$ cat src/rtl/rgb_pwm_capture_if.sv
// Signal bundle between the PWM capture block and its consumer: PWM lines and
// selector in, selected result and per-channel status out.
interface rgb_pwm_capture_if #(
   parameter int W = 16
);
   logic         red_in;
   logic         green_in;
   logic         blue_in;
   logic [1:0]   color_selector;
   logic [W-1:0] high_count;
   logic [W-1:0] period_count;
   logic [2:0]   sample_pulse;
   logic [2:0]   valid;
   logic [2:0]   stuck;
   logic [2:0]   stuck_level;

   modport master (
      output red_in, green_in, blue_in, color_selector,
      input  high_count, period_count, sample_pulse, valid, stuck, stuck_level
   );

   modport slave (
      input  red_in, green_in, blue_in, color_selector,
      output high_count, period_count, sample_pulse, valid, stuck, stuck_level
   );
endinterface

$ cat src/rtl/rgb_pwm_capture.sv
// Three-channel PWM period/high-time capture with a selector mux on the results.
// Optional stuck-channel detection is enabled by defining PWM_CAPTURE_TIMEOUT_EN.
module rgb_pwm_capture #(
   parameter int R = 8,
   parameter int W = 16
`ifdef PWM_CAPTURE_TIMEOUT_EN
   ,
   parameter int TIMEOUT = 2**(R+4)
`endif
) (
   input logic               clk,
   input logic               reset,
   rgb_pwm_capture_if.slave  bus
);
   localparam logic [W-1:0] SAT = '1;

`ifdef PWM_CAPTURE_TIMEOUT_EN
   localparam logic [W-1:0] TO_M1 = W'(TIMEOUT - 1);
   typedef enum logic [1:0] {ST_ARM, ST_MEASURE, ST_STUCK} state_t;
`else
   typedef enum logic [1:0] {ST_ARM, ST_MEASURE} state_t;
`endif

   if (W < R + 2) begin : g_w_too_narrow_for_r
   end

   logic [2:0]   pwm;
   logic [W-1:0] hi_arr  [3];
   logic [W-1:0] per_arr [3];
   logic [2:0]   pulse_v;
   logic [2:0]   valid_v;
`ifdef PWM_CAPTURE_TIMEOUT_EN
   logic [2:0]   stuck_v;
   logic [2:0]   stl_v;
`endif

   assign pwm = {bus.blue_in, bus.green_in, bus.red_in};

   for (genvar c = 0; c < 3; c++) begin : g_ch
      state_t       state_q, state_d;
      logic         s1_q, s2_q, hist_q, rise_q;
      logic [W-1:0] p_q, p_d, h_q, h_d;
      logic [W-1:0] per_q, per_d, hi_q, hi_d;
      logic         pulse_q, pulse_d, valid_q, valid_d;
`ifdef PWM_CAPTURE_TIMEOUT_EN
      logic         stuck_q, stuck_d, stl_q, stl_d;
      logic         timeout;
      assign timeout = (p_q == TO_M1) && !rise_q;
`endif

      // rise_q is registered so hist_q is the level aligned with it
      always_ff @(posedge clk) begin
         if (reset) begin
            s1_q    <= 1'b0;
            s2_q    <= 1'b0;
            hist_q  <= 1'b0;
            rise_q  <= 1'b0;
            state_q <= ST_ARM;
            p_q     <= '0;
            h_q     <= '0;
            per_q   <= '0;
            hi_q    <= '0;
            pulse_q <= 1'b0;
            valid_q <= 1'b0;
`ifdef PWM_CAPTURE_TIMEOUT_EN
            stuck_q <= 1'b0;
            stl_q   <= 1'b0;
`endif
         end else begin
            s1_q    <= pwm[c];
            s2_q    <= s1_q;
            hist_q  <= s2_q;
            rise_q  <= s2_q & ~hist_q;
            state_q <= state_d;
            p_q     <= p_d;
            h_q     <= h_d;
            per_q   <= per_d;
            hi_q    <= hi_d;
            pulse_q <= pulse_d;
            valid_q <= valid_d;
`ifdef PWM_CAPTURE_TIMEOUT_EN
            stuck_q <= stuck_d;
            stl_q   <= stl_d;
`endif
         end
      end

      always_comb begin
         state_d = state_q;
         per_d   = per_q;
         hi_d    = hi_q;
         pulse_d = 1'b0;
         valid_d = valid_q;
         p_d     = (p_q == SAT) ? p_q : p_q + 1'b1;
         h_d     = (hist_q && (h_q != SAT)) ? h_q + 1'b1 : h_q;
`ifdef PWM_CAPTURE_TIMEOUT_EN
         stuck_d = stuck_q;
         stl_d   = stl_q;
`endif
         if (rise_q) begin
            p_d = W'(1);
            h_d = W'(1);
         end
         case (state_q)
            ST_ARM: begin
               if (rise_q) state_d = ST_MEASURE;
            end
            ST_MEASURE: begin
               if (rise_q) begin
                  per_d   = p_q;
                  hi_d    = h_q;
                  pulse_d = 1'b1;
                  valid_d = 1'b1;
               end
            end
`ifdef PWM_CAPTURE_TIMEOUT_EN
            ST_STUCK: begin
               if (rise_q) begin
                  stuck_d = 1'b0;
                  state_d = ST_MEASURE;
               end
            end
`endif
            default: state_d = ST_ARM;
         endcase
`ifdef PWM_CAPTURE_TIMEOUT_EN
         if (timeout && (state_q != ST_STUCK)) begin
            state_d = ST_STUCK;
            stuck_d = 1'b1;
            stl_d   = hist_q;
            valid_d = 1'b0;
         end
`endif
      end

      assign hi_arr[c]  = hi_q;
      assign per_arr[c] = per_q;
      assign pulse_v[c] = pulse_q;
      assign valid_v[c] = valid_q;
`ifdef PWM_CAPTURE_TIMEOUT_EN
      assign stuck_v[c] = stuck_q;
      assign stl_v[c]   = stl_q;
`endif
   end

   // Selector only steers registered results; measurement never sees it
   always_comb begin
      bus.high_count   = '0;
      bus.period_count = '0;
      case (bus.color_selector)
         2'b00: begin bus.high_count = hi_arr[0]; bus.period_count = per_arr[0]; end
         2'b01: begin bus.high_count = hi_arr[1]; bus.period_count = per_arr[1]; end
         2'b10: begin bus.high_count = hi_arr[2]; bus.period_count = per_arr[2]; end
         default: ;
      endcase
   end

   assign bus.sample_pulse = pulse_v;
   assign bus.valid        = valid_v;
`ifdef PWM_CAPTURE_TIMEOUT_EN
   assign bus.stuck        = stuck_v;
   assign bus.stuck_level  = stl_v;
`else
   assign bus.stuck        = 3'b000;
   assign bus.stuck_level  = 3'b000;
`endif
endmodule

$ cat src/flat_wrapper.sv
// flat-port wrapper written by rule: the top's interface ports become plain ports
module rgb_pwm_capture_flat 
#(
   parameter int R = 8,
   parameter int W = 16

)
  (clk, reset, bus_red_in, bus_green_in, bus_blue_in, bus_color_selector, bus_high_count, bus_period_count, bus_sample_pulse, bus_valid, bus_stuck, bus_stuck_level);
  rgb_pwm_capture_if #(.W(W)) bus_i ();
  input logic clk;
  input logic reset;
  input wire logic [$bits(bus_i.red_in)-1:0] bus_red_in;
  input wire logic [$bits(bus_i.green_in)-1:0] bus_green_in;
  input wire logic [$bits(bus_i.blue_in)-1:0] bus_blue_in;
  input wire logic [$bits(bus_i.color_selector)-1:0] bus_color_selector;
  output wire logic [$bits(bus_i.high_count)-1:0] bus_high_count;
  output wire logic [$bits(bus_i.period_count)-1:0] bus_period_count;
  output wire logic [$bits(bus_i.sample_pulse)-1:0] bus_sample_pulse;
  output wire logic [$bits(bus_i.valid)-1:0] bus_valid;
  output wire logic [$bits(bus_i.stuck)-1:0] bus_stuck;
  output wire logic [$bits(bus_i.stuck_level)-1:0] bus_stuck_level;
  assign bus_i.red_in = bus_red_in;
  assign bus_i.green_in = bus_green_in;
  assign bus_i.blue_in = bus_blue_in;
  assign bus_i.color_selector = bus_color_selector;
  assign bus_high_count = bus_i.high_count;
  assign bus_period_count = bus_i.period_count;
  assign bus_sample_pulse = bus_i.sample_pulse;
  assign bus_valid = bus_i.valid;
  assign bus_stuck = bus_i.stuck;
  assign bus_stuck_level = bus_i.stuck_level;
  rgb_pwm_capture #(.R(R), .W(W)) u_core (.clk(clk), .reset(reset), .bus(bus_i));
endmodule
$ cat config.mk
export PLATFORM = sky130hd
export DESIGN_NAME = rgb_pwm_capture_flat
export DESIGN_NICKNAME = d
export VERILOG_FILES = /design/src/rtl/rgb_pwm_capture_if.sv /design/src/rtl/rgb_pwm_capture.sv /design/src/flat_wrapper.sv
export SDC_FILE = /design/constraint.sdc
export NUM_CORES = 1
export LEC_CHECK = 0
export ABC_AREA = 1
export ABC_CLOCK_PERIOD_IN_PS = 1700
export CELL_PAD_IN_SITES_DETAIL_PLACEMENT = 0
export CELL_PAD_IN_SITES_GLOBAL_PLACEMENT = 1
export CORE_MARGIN = 10
export CORE_UTILIZATION = 46
export DETAILED_ROUTE_END_ITERATION = 6
export DONT_BUFFER_PORTS = 1
export PLACE_DENSITY = 0.91
export SYNTH_ARGS = -nofsm -noshare
export SYNTH_HDL_FRONTEND = slang
export SYNTH_SLANG_ARGS = --single-unit
export TNS_END_PERCENT = 5
$ cat constraint.sdc
create_clock -name clk -period 1.7 [get_ports clk]
set_input_delay 0.255 -clock clk [delete_from_list [all_inputs] [get_ports clk]]
set_output_delay 0.255 -clock clk [all_outputs]
set_load 0.01 [all_outputs]
=== Word-level counts from Yosys, hierarchy flattened ===
Cells that the tools add are included.

* Register bits after elaboration: 216
* Latch bits: 0
* Bits in writable memories: 0
* Bits in read-only memories: 0
* Input bits: 7
* Output and inout bits: 44
* Word-level logic and storage cells: 116
* Memories kept: 0

* $add $sub $neg: 6
* Multiply operators: 0
* Divide/modulo/power cells: 0
* $lt $le $gt $ge: 0
* Equal/unequal tests: 17
* Shift operators: 0
* Mux-type cells: 23
* Bitwise operators: 9
* Reduce and logical (&&, ||, !) cells: 22

{| class="wikitable"
|+ Operators with widths
! kind !! number
|-
| adder 16 x 1 -> 16 bit, second input constant || 6
|-
| case mux 16 bit (3 select lines) || 2
|-
| equality test 16 bit, second input constant || 3
|-
| != test 16 bit, second input constant || 3
|-
| two-way mux 1 bit || 15
|-
| != test 2 x 1 -> 1 bit, second input constant || 6
|-
| case mux 2 bit (2 select lines) || 3
|-
| AND reduction 2 bit || 6
|-
| OR reduction 2 bit || 6
|-
| equality test 2 x 1 -> 1 bit, second input constant || 4
|-
| logical NOT 2 bit || 4
|-
| two-way mux 2 bit || 3
|-
| NOT 1 bit || 6
|-
| nonzero test 2 bit || 3
|-
| bitwise AND 1 bit || 3
|-
| logical AND 1 bit || 3
|-
| equality test 2 bit, second input constant || 1
|}

=== Logic depth before layout (Yosys ltp) ===
Gate-level depths: netlist of run 1.

* Word-level depth: 4
* Gate-level depth with buffers: 11
* Mapped depth without buffers: 10

=== Worst setup path before layout of run 1 ===
Ideal clock, no wire load.

* Path type: register to register
* Start point: register u_core.g_ch[0].p_q[0]
* End point: register u_core.g_ch[0].p_q[1]
* Setup time: 134 ps
* Data arrival time: 1311 ps
* Required time: 1566 ps
* Slack: 256 ps
* Stages on the path, launching flop included: 10
* Buffers on the path: 1
* Clock period less this slack: 1444 ps
* Path through: dfxtp_1 > ha_1 > nand3_1 > inv_1 > nand2_1 > inv_1 > nand2_2 > buf_6 > nand2_1 > a21oi_1

* Word-level cells in the longest chain between the ends: 1
* Elaborated cells between the ends (all ways): 2
* Classes of those cells: 1 x add/sub; 1 x eq/ne

{| class="wikitable"
|+ Ends and longest elaborated chain
! what !! RTL line !! RTL
|-
| start, declared || rgb_pwm_capture.sv:42 || <nowiki>logic [W-1:0] p_q, p_d, h_q, h_d;</nowiki>
|-
| start signal, assigned || rgb_pwm_capture.sv:75 || <nowiki>p_q <= p_d;</nowiki>
|-
| adder 16 x 1 -> 16 bit or equality test 16 bit (tied branches) || rgb_pwm_capture.sv:94 || <nowiki>p_d = (p_q == SAT) ? p_q : p_q + 1'b1;</nowiki>
|}

Several ways; a longest one is shown, not always the timed one.
A chain may end at the register's enable or synchronous reset.

=== Final worst setup path of run 1 ===
* Start point: register u_core.g_ch[2].per_q[11]
* End point: output bus_period_count[11]

* Word-level cells in the longest chain between the ends: 1

{| class="wikitable"
|+ Ends and longest elaborated chain
! what !! RTL line !! RTL
|-
| start, declared || rgb_pwm_capture.sv:43 || <nowiki>logic [W-1:0] per_q, per_d, hi_q, hi_d;</nowiki>
|-
| start signal, assigned || rgb_pwm_capture.sv:77 || <nowiki>per_q <= per_d;</nowiki>
|-
| case mux 16 bit (3 select lines) || rgb_pwm_capture.sv:150 || <nowiki>case (bus.color_selector)</nowiki>
|-
| end, declared || flat_wrapper.sv:17 || <nowiki>output wire logic [$bits(bus_i.period_count)-1:0] bus_period_count;</nowiki>
|}

Every way passes these cells.

==> summary.md, run 1 <==
| Metric | Value |
|---|---|
| Area leader, netlist | `dfxtp_1` |
| CTS clk-pin slew, worst paths | `~60 ps` |
| Critical Path Sink | `bus_period_count[11]` |
| Highest-count cells in the layout ignoring fill and taps | `nand2_1, dfxtp_1, inv_1` |
| Final worst slack | `about 120 ps` |
| FMAX | `634 MHz` |
| Critical R2R Launch | `u_core.g_ch[1].p_q[1]$_SDFFE_PP0P_` |
| GR Util met2 | `28.0%` |
| Post-synth ARST share | `0%` |
| Drt total wl | `24500 um` |
| Residual overflow from global routing | `0` |
| Drt drc | `0` |
| Initial Util | `46.9%` |
| DRT iter0 DRCs | `730` |
| Largest cells by area after synthesis | `dfxtp_1, nand2_1, inv_1` |
| Largest family of logic cells by synthesized area | `simple AND/OR/NAND/NOR gates` |
| Largest fanout on the critical path | `2` |
| Clk Latency, worst-skew pair | `500 ps` |
| WS Path Type | `reg -> out` |
| Syn Inst Count | `about 1400` |
| Hold Slack | `between 40 and 50 ps` |
| Power Density | `927 nW/um^2` |
| Leak | `0.00427 uW` |
| Io pins | `51` |
| Worst path required time | `around 1400 ps` |
| Num CTS Buffers | `23` |
| Worst hold path type | `in -> reg` |
| Met1 Resource Use GR | `between 20% and 30%` |
| RR Endpoint | `u_core.g_ch[1].p_q[11]$_SDFFE_PP0P_` |
| Die Ht | `167 um` |
| Worst Max-Slew Pin Slew | `between 500 and 600 ps` |
| Synthesized-area fraction occupied by adder cells | `0.759%` |
| Fraction of the mapped netlist area in simple logic gates | `28.1%` |
| Top FF cell, synth | `dfxtp_1` |
| Final Cycle Share | `92.9%` |
| Post-synthesis register bit count | `213` |
| Reg-to-reg slack, setup | `about 170 ps` |
| GP Congestion | `about 0.9` |
| YS warnings | `0` |
| Post-Syn Area | `9890 um^2` |
| # diodes | `0` |
| Final Max Slew Viols | `0` |
| IO buf count | `0` |
| Total core area | `21100 um^2` |
| Peak VDD IR | `814 uV` |
| Die ar. | `27800 um^2` |
| Layout cell share with drive strength beyond 1 | `10.8%` |
| Clk sinks | `213` |
| Post-Synth XOR/XNOR Area | `1.51%` |
| Slowest-stage cell, CP | `dfxtp_1` |
| Status | `finished, final reports clean` |
| Vias/cell | `a little over 5` |
| Vias in the first global route | `8226` |
| RSZ-0062 raised after global routing | `true` |
| Synthesis-to-finish area growth | `12.7%` |
| Placement row count | `53` |
| GR Layer Usage met3 | `2.59%` |
| Total GRT Usage | `roughly 17%` |
| Post-synthesis mux area share | `0%` |
| Avg Synthesized Cell Area | `7.00 um^2` |
| Share of the synthesized area in the top cell type | `a little over two fifths` |
| DR WL/cell | `~14 um` |
| Critical path cell sequence | `inv_1 -> o211ai_1 -> buf_4` |
| Fin. Hold Viols | `0` |
| Pin count of the biggest net entering global routing | `57` |
| Clk root buf | `clkbuf_16` |
| Post-DRT Antenna Nets | `0` |
| Worst slack, placed | `91.7 ps` |
| GR peak layer | `met2` |
| Nets | `1443` |
| Critical path arrival | `1320 ps` |
| Crit start category | `flip-flop` |
| Crit. End Element | `primary output` |
| Die X | `approximately 170 um` |
| Vias | `between 8000 and 9000` |
| Drt pass-1 iters | `5` |
| Post-CTS Setup Bufs | `0` |
| Seq/Total Area, Yosys | `43.1%` |
| Leading cell type in the layout, fill and taps excluded | `nand2_1` |
| Worst r2r path cells | `10` |
| Dpl hpwl | `17700 um` |
| Final setup viols | `0` |
| Clock Tree Buf Depth | `3` |
| Maxcap violations | `0` |
| Worst Setup SP | `u_core.g_ch[2].per_q[11]$_SDFFE_PP0P_` |
| Total power | `a little over 10000 uW` |
| TritonCTS clock tree | `built` |
| Synth Area in Compound Gates | `15.8%` |
| Count of cell types in the netlist | `34` |
| Slew headroom | `60.8%` |
| EDFF count, synth | `0` |
| Post-layout min period | `1580 ps` |
| Initial antenna violation count | `0` |
| Crit-path max cell delay | `approximately 310 ps` |
| Global-route wire length before repair | `41000 um` |
| Skew final | `10.5 ps` |
| H-tree levels | `1` |
## kinds of logic after synthesis
group | after synthesis
buffers and inverters | 249
and+or+nand+nor | 639
other | 1
DFF | 213
AOI/OAI and AO/OA | 287
xor gates and xnor gates | 17
adders and majority gates | 6
## worst min-delay path by stage
stage                     startpoint                             endpoint  slack (ps)  cells past startpoint
after global placement         reset   u_core.g_ch[0].p_q[0]$_SDFFE_PP0P_         330                      1
final                          reset   u_core.g_ch[0].p_q[0]$_SDFFE_PP0P_          40                      2
after floorplan           bus_red_in       u_core.g_ch[0].s1_q$_SDFF_PP0_         360                      2
after CTS                      reset   u_core.g_ch[0].p_q[0]$_SDFFE_PP0P_          30                      2
after detailed placement       reset   u_core.g_ch[0].p_q[0]$_SDFFE_PP0P_         340                      1
after global routing           reset  u_core.g_ch[0].valid_q$_SDFFE_PP0P_          50                      2
## registers in the layout, summed over array words and instances, names as in the netlist
register and flops:
u_core.g_ch.h_q 48, u_core.g_ch.hi_q 48, u_core.g_ch.p_q 48, u_core.g_ch.per_q 48
u_core.g_ch.hist_q 3, u_core.g_ch.pulse_q 3, u_core.g_ch.rise_q 3, u_core.g_ch.s1_q 3
u_core.g_ch.s2_q 3, u_core.g_ch.state_q 3, u_core.g_ch.valid_q 3
## synth_stat cells (all sizes together), types with 16 or more instances
library cell and number:
nand2 295, dfxtp 213, nor2 183, inv 175
nand3 122, a21oi 118, o21ai 116, buf 44
o211ai 32, clkbuf 30, a31oi 21, nor3 16
## worst max-delay path, delay by kind of cell, from the launching register on
| kind | cells | cell delay, ps |
|---|---|---|
| compound gates | 1 | 280 |
| buf+inv | 2 | 230 |
| flops | 1 | 310 |
## cell type report
| type | instances | area [um^2] |
|---|---|---|
| Clock inverter | 8 | 90.1 |
| Timing Repair Buffer | 62 | 536 |
| Tap cell | 275 | 344 |
| Fill cell | 2054 | 9940 |
| Sequential cell | 213 | 4260 |
| Clock buffer | 31 | 636 |
| Multi-Input combinational cell | 955 | 4620 |
| Inverter | 175 | 657 |
## power by group
part / total [uW] / switching [uW] / internal, uW
clock network: 4860 / 1950 / 2910
logic: 399 / 269 / 130
registers: 5080 / 36.1 / 5040
## what timing repair did
action / in CTS / in global routing
hold buffers: 4 / 0
endpoints found under the setup margin: 0 / 14
gates resized for setup: 0 / 11
hold endpoints to repair: 26 / 0
## routing by layer
| metal | share of wire, % | vias to the layer above |
|---|---|---|
| met2 | 46 | 189 |
| met3 | 4.5 | 41 |
| met4 | 2.2 | 0 |
| met5 | 0 | - |
| met1 | 47 | 4037 |
| li1 | - | 4593 |
## metrics by stage
| stage | utilization (%) | std cells | TNS, ps | area [um^2] |
|---|---|---|---|---|
| 2_1_floorplan | - | 1417 | 0 | 9910 |
| 3_3_place_gp | 49.0 | 1676 | 0 | 10300 |
| 6_report | 52.8 | 1719 | 0 | 11100 |
| 3_5_place_dp | 49.0 | 1676 | 0 | 10300 |
| 4_1_cts | 52.7 | 1719 | 0 | 11100 |
| 5_1_grt | 52.8 | 1719 | -21.0 | 11100 |
Note: power is estimated with default switching activity, not from simulation.
==> run 2: changes to the inputs <==
Settings changed: CORE_UTILIZATION 46 to 48, CTS_BUF_LIST set to sky130_fd_sc_hd__clkbuf_8, PLACE_DENSITY 0.91 to 0.94.
==> summary.md, run 2 (synthesis gave the netlist of run 1 again) <==
| Metric | Value |
|---|---|
| Sw Pwr | `between 2000 and 2500 uW` |
| H-tree levels | `2` |
| Clk Latency, worst-skew pair | `520 ps` |
| Num CTS Buffers | `37` |
| Crit start category | `flip-flop` |
| Hold Slack | `38.8 ps` |
| Vias in the first global route | `8404` |
| CP bufs+invs | `2` |
| Crit-path max cell delay | `310 ps` |
| DR WL/cell | `14.5 um` |
| Total GRT Usage | `about a fifth` |
| Worst r2r path cells | `9` |
| Final worst slack | `~110 ps` |
| Reg-to-reg slack, setup | `130 ps` |
| Layout cell share with drive strength beyond 1 | `11.9%` |
| Die Ht | `between 150 and 200 um` |
| Largest fanout on the critical path | `2` |
| CTS clk-pin slew, worst paths | `~60 ps` |
| WHS Endpoint | `u_core.g_ch[0].p_q[0]$_SDFFE_PP0P_` |
| Critical R2R Launch | `u_core.g_ch[2].h_q[0]$_SDFFE_PP0P_` |
| Dpl hpwl | `17800 um` |
| Initial antenna violation count | `0` |
| Maxcap violations | `0` |
| Vias | `8936` |
| Total core area | `20200 um^2` |
| Power Density | `887 nW/um^2` |
| # diodes | `0` |
| Worst hold path type | `in -> reg` |
| Crit. End Element | `primary output` |
| Final Max Slew Viols | `0` |
| Final setup viols | `0` |
| RR Endpoint | `u_core.g_ch[2].h_q[12]$_SDFFE_PP0P_` |
| Die X | `164 um` |
| Drt pass-1 iters | `5` |
| Worst slack, placed | `57.5 ps` |
| Final Cycle Share | `93.7%` |
| Hold Crit Depth | `2` |
| Critical path arrival | `1340 ps` |
| TritonCTS clock tree | `built` |
| Total power | `9850 uW` |
| Slowest-stage cell, CP | `dfxtp_1` |
| Global-route wire length before repair | `42000 um` |
| Worst Setup SP | `u_core.g_ch[2].hi_q[14]$_SDFFE_PP0P_` |
| Logic pwr share | `4.0%` |
| Post-CTS Setup Bufs | `0` |
| Switching share of power | `23.9%` |
| Leak | `0.00431 uW` |
| Residual overflow from global routing | `0` |
| FMAX | `628 MHz` |
| Fin. Hold Viols | `0` |
| Post-DRT Antenna Nets | `0` |
| GP Congestion | `0.846` |
| Vias/cell | `5.14` |
| Nets | `1460` |
| Synthesis-to-finish area growth | `12.3%` |
| CP delay by family, top | `flip-flops` |
| WS Path Type | `reg -> out` |
| Peak VDD IR | `560 uV` |
| Post-layout min period | `1590 ps` |
| Hold Path Origin | `reset` |
| Int Pwr | `7500 uW` |
| IO buf count | `0` |
| Drt drc | `0` |
| Clk root buf | `clkbuf_8` |
| Clk sinks | `213` |
| Skew final | `17.7 ps` |
| Drt total wl | `between 20000 and 30000 um` |
| DRT iter0 DRCs | `595` |
| Die ar. | `26700 um^2` |
| FILL cells | `1988` |
| Leading cell type in the layout, fill and taps excluded | `nand2_1` |
| Status | `finished, final reports clean` |
| Worst path required time | `about 1400 ps` |
| Placement row count | `52` |
| Clock Tree Buf Depth | `3` |
| Clock Power Share | `44.4%` |
| Pin count of the biggest net entering global routing | `58` |
| RSZ-0062 raised after global routing | `true` |
| Slew headroom | `62.7%` |
| Flop pwr share | `51.6%` |
| Initial Util | `48.9%` |
| Critical path cell sequence | `inv_1 -> o211ai_1 -> buf_4` |
| Worst Max-Slew Pin Slew | `~560 ps` |
| Highest-count cells in the layout ignoring fill and taps | `nand2_1, dfxtp_1, inv_1` |
| Io pins | `51` |
-- run 2: changes by cell type in the layout (fill, tap and decap cells not counted), moves of 5 or more --
cell / change
clkbuf_16: -23
clkbuf_1: -5
buf_4: +5
clkbuf_8: +41
inv_1: +11
-- run 2: repair_timing --
| action | in CTS | in global routing |
|---|---|---|
| resized for setup | 0 | 12 |
| hold buffers | 4 | 0 |
| setup endpoints to repair | 0 | 34 |
| endpoints found under the hold margin | 30 | 0 |
-- run 2: worst max-delay path by stage --
stage / end / slack (ps) / cells past startpoint
after global routing: u_core.g_ch[2].h_q[15]$_SDFFE_PP0P_ / -8 / 9
after CTS: u_core.g_ch[1].p_q[10]$_SDFFE_PP0P_ / 50 / 9
after detailed placement: u_core.g_ch[1].p_q[1]$_SDFFE_PP0P_ / 60 / 8
final: bus_high_count[14] / 110 / 3
after floorplan: u_core.g_ch[0].p_q[1]$_SDFFE_PP0P_ / 260 / 9
after global placement: u_core.g_ch[1].p_q[10]$_SDFFE_PP0P_ / 100 / 9
-- run 2: power groups by stage --
| stage | clock, uW | sequential, uW | combinational, uW |
|---|---|---|---|
| finish | 4370 | 5080 | 398 |
| global placement | 0 | 5190 | 355 |
| floorplan | 0 | 5180 | 285 |
| global route | 4700 | 5090 | 448 |
| CTS | 4480 | 5080 | 391 |
| detailed placement | 0 | 5190 | 363 |
-- run 2: per-stage QoR --
step                      setup TNS (ps)  instance area (um^2)  instances  utilization (%)
after floorplan                        0                  9910       1417                -
after global placement                 0                 10300       1674             51.0
after detailed placement               0                 10300       1674             51.0
after CTS                              0                 11100       1738             54.6
after global routing               -11.5                 11100       1738             54.9
final                                  0                 11100       1738             54.9
-- run 2: layout make-up --
cell class,instances,area (um^2),area share [%]
Inverter,175,657,5.92
Multi-Input combinational cell,955,4630,41.7
Clock buffer,44,606,5.45
Clock inverter,16,72.6,0.654
Sequential cell,213,4270,38.4
Tap cell,270,338,3.04
Timing Repair Buffer,65,533,4.80
-- run 2: per-layer routing --
metal  GRT usage [%]  share of wire (%)  wire length (um)
met1            24.8                 47             11800
met2            31.0                 47             11900
met3            3.30                4.2              1070
met4            5.44                1.9               489
met5               0                  0                 0
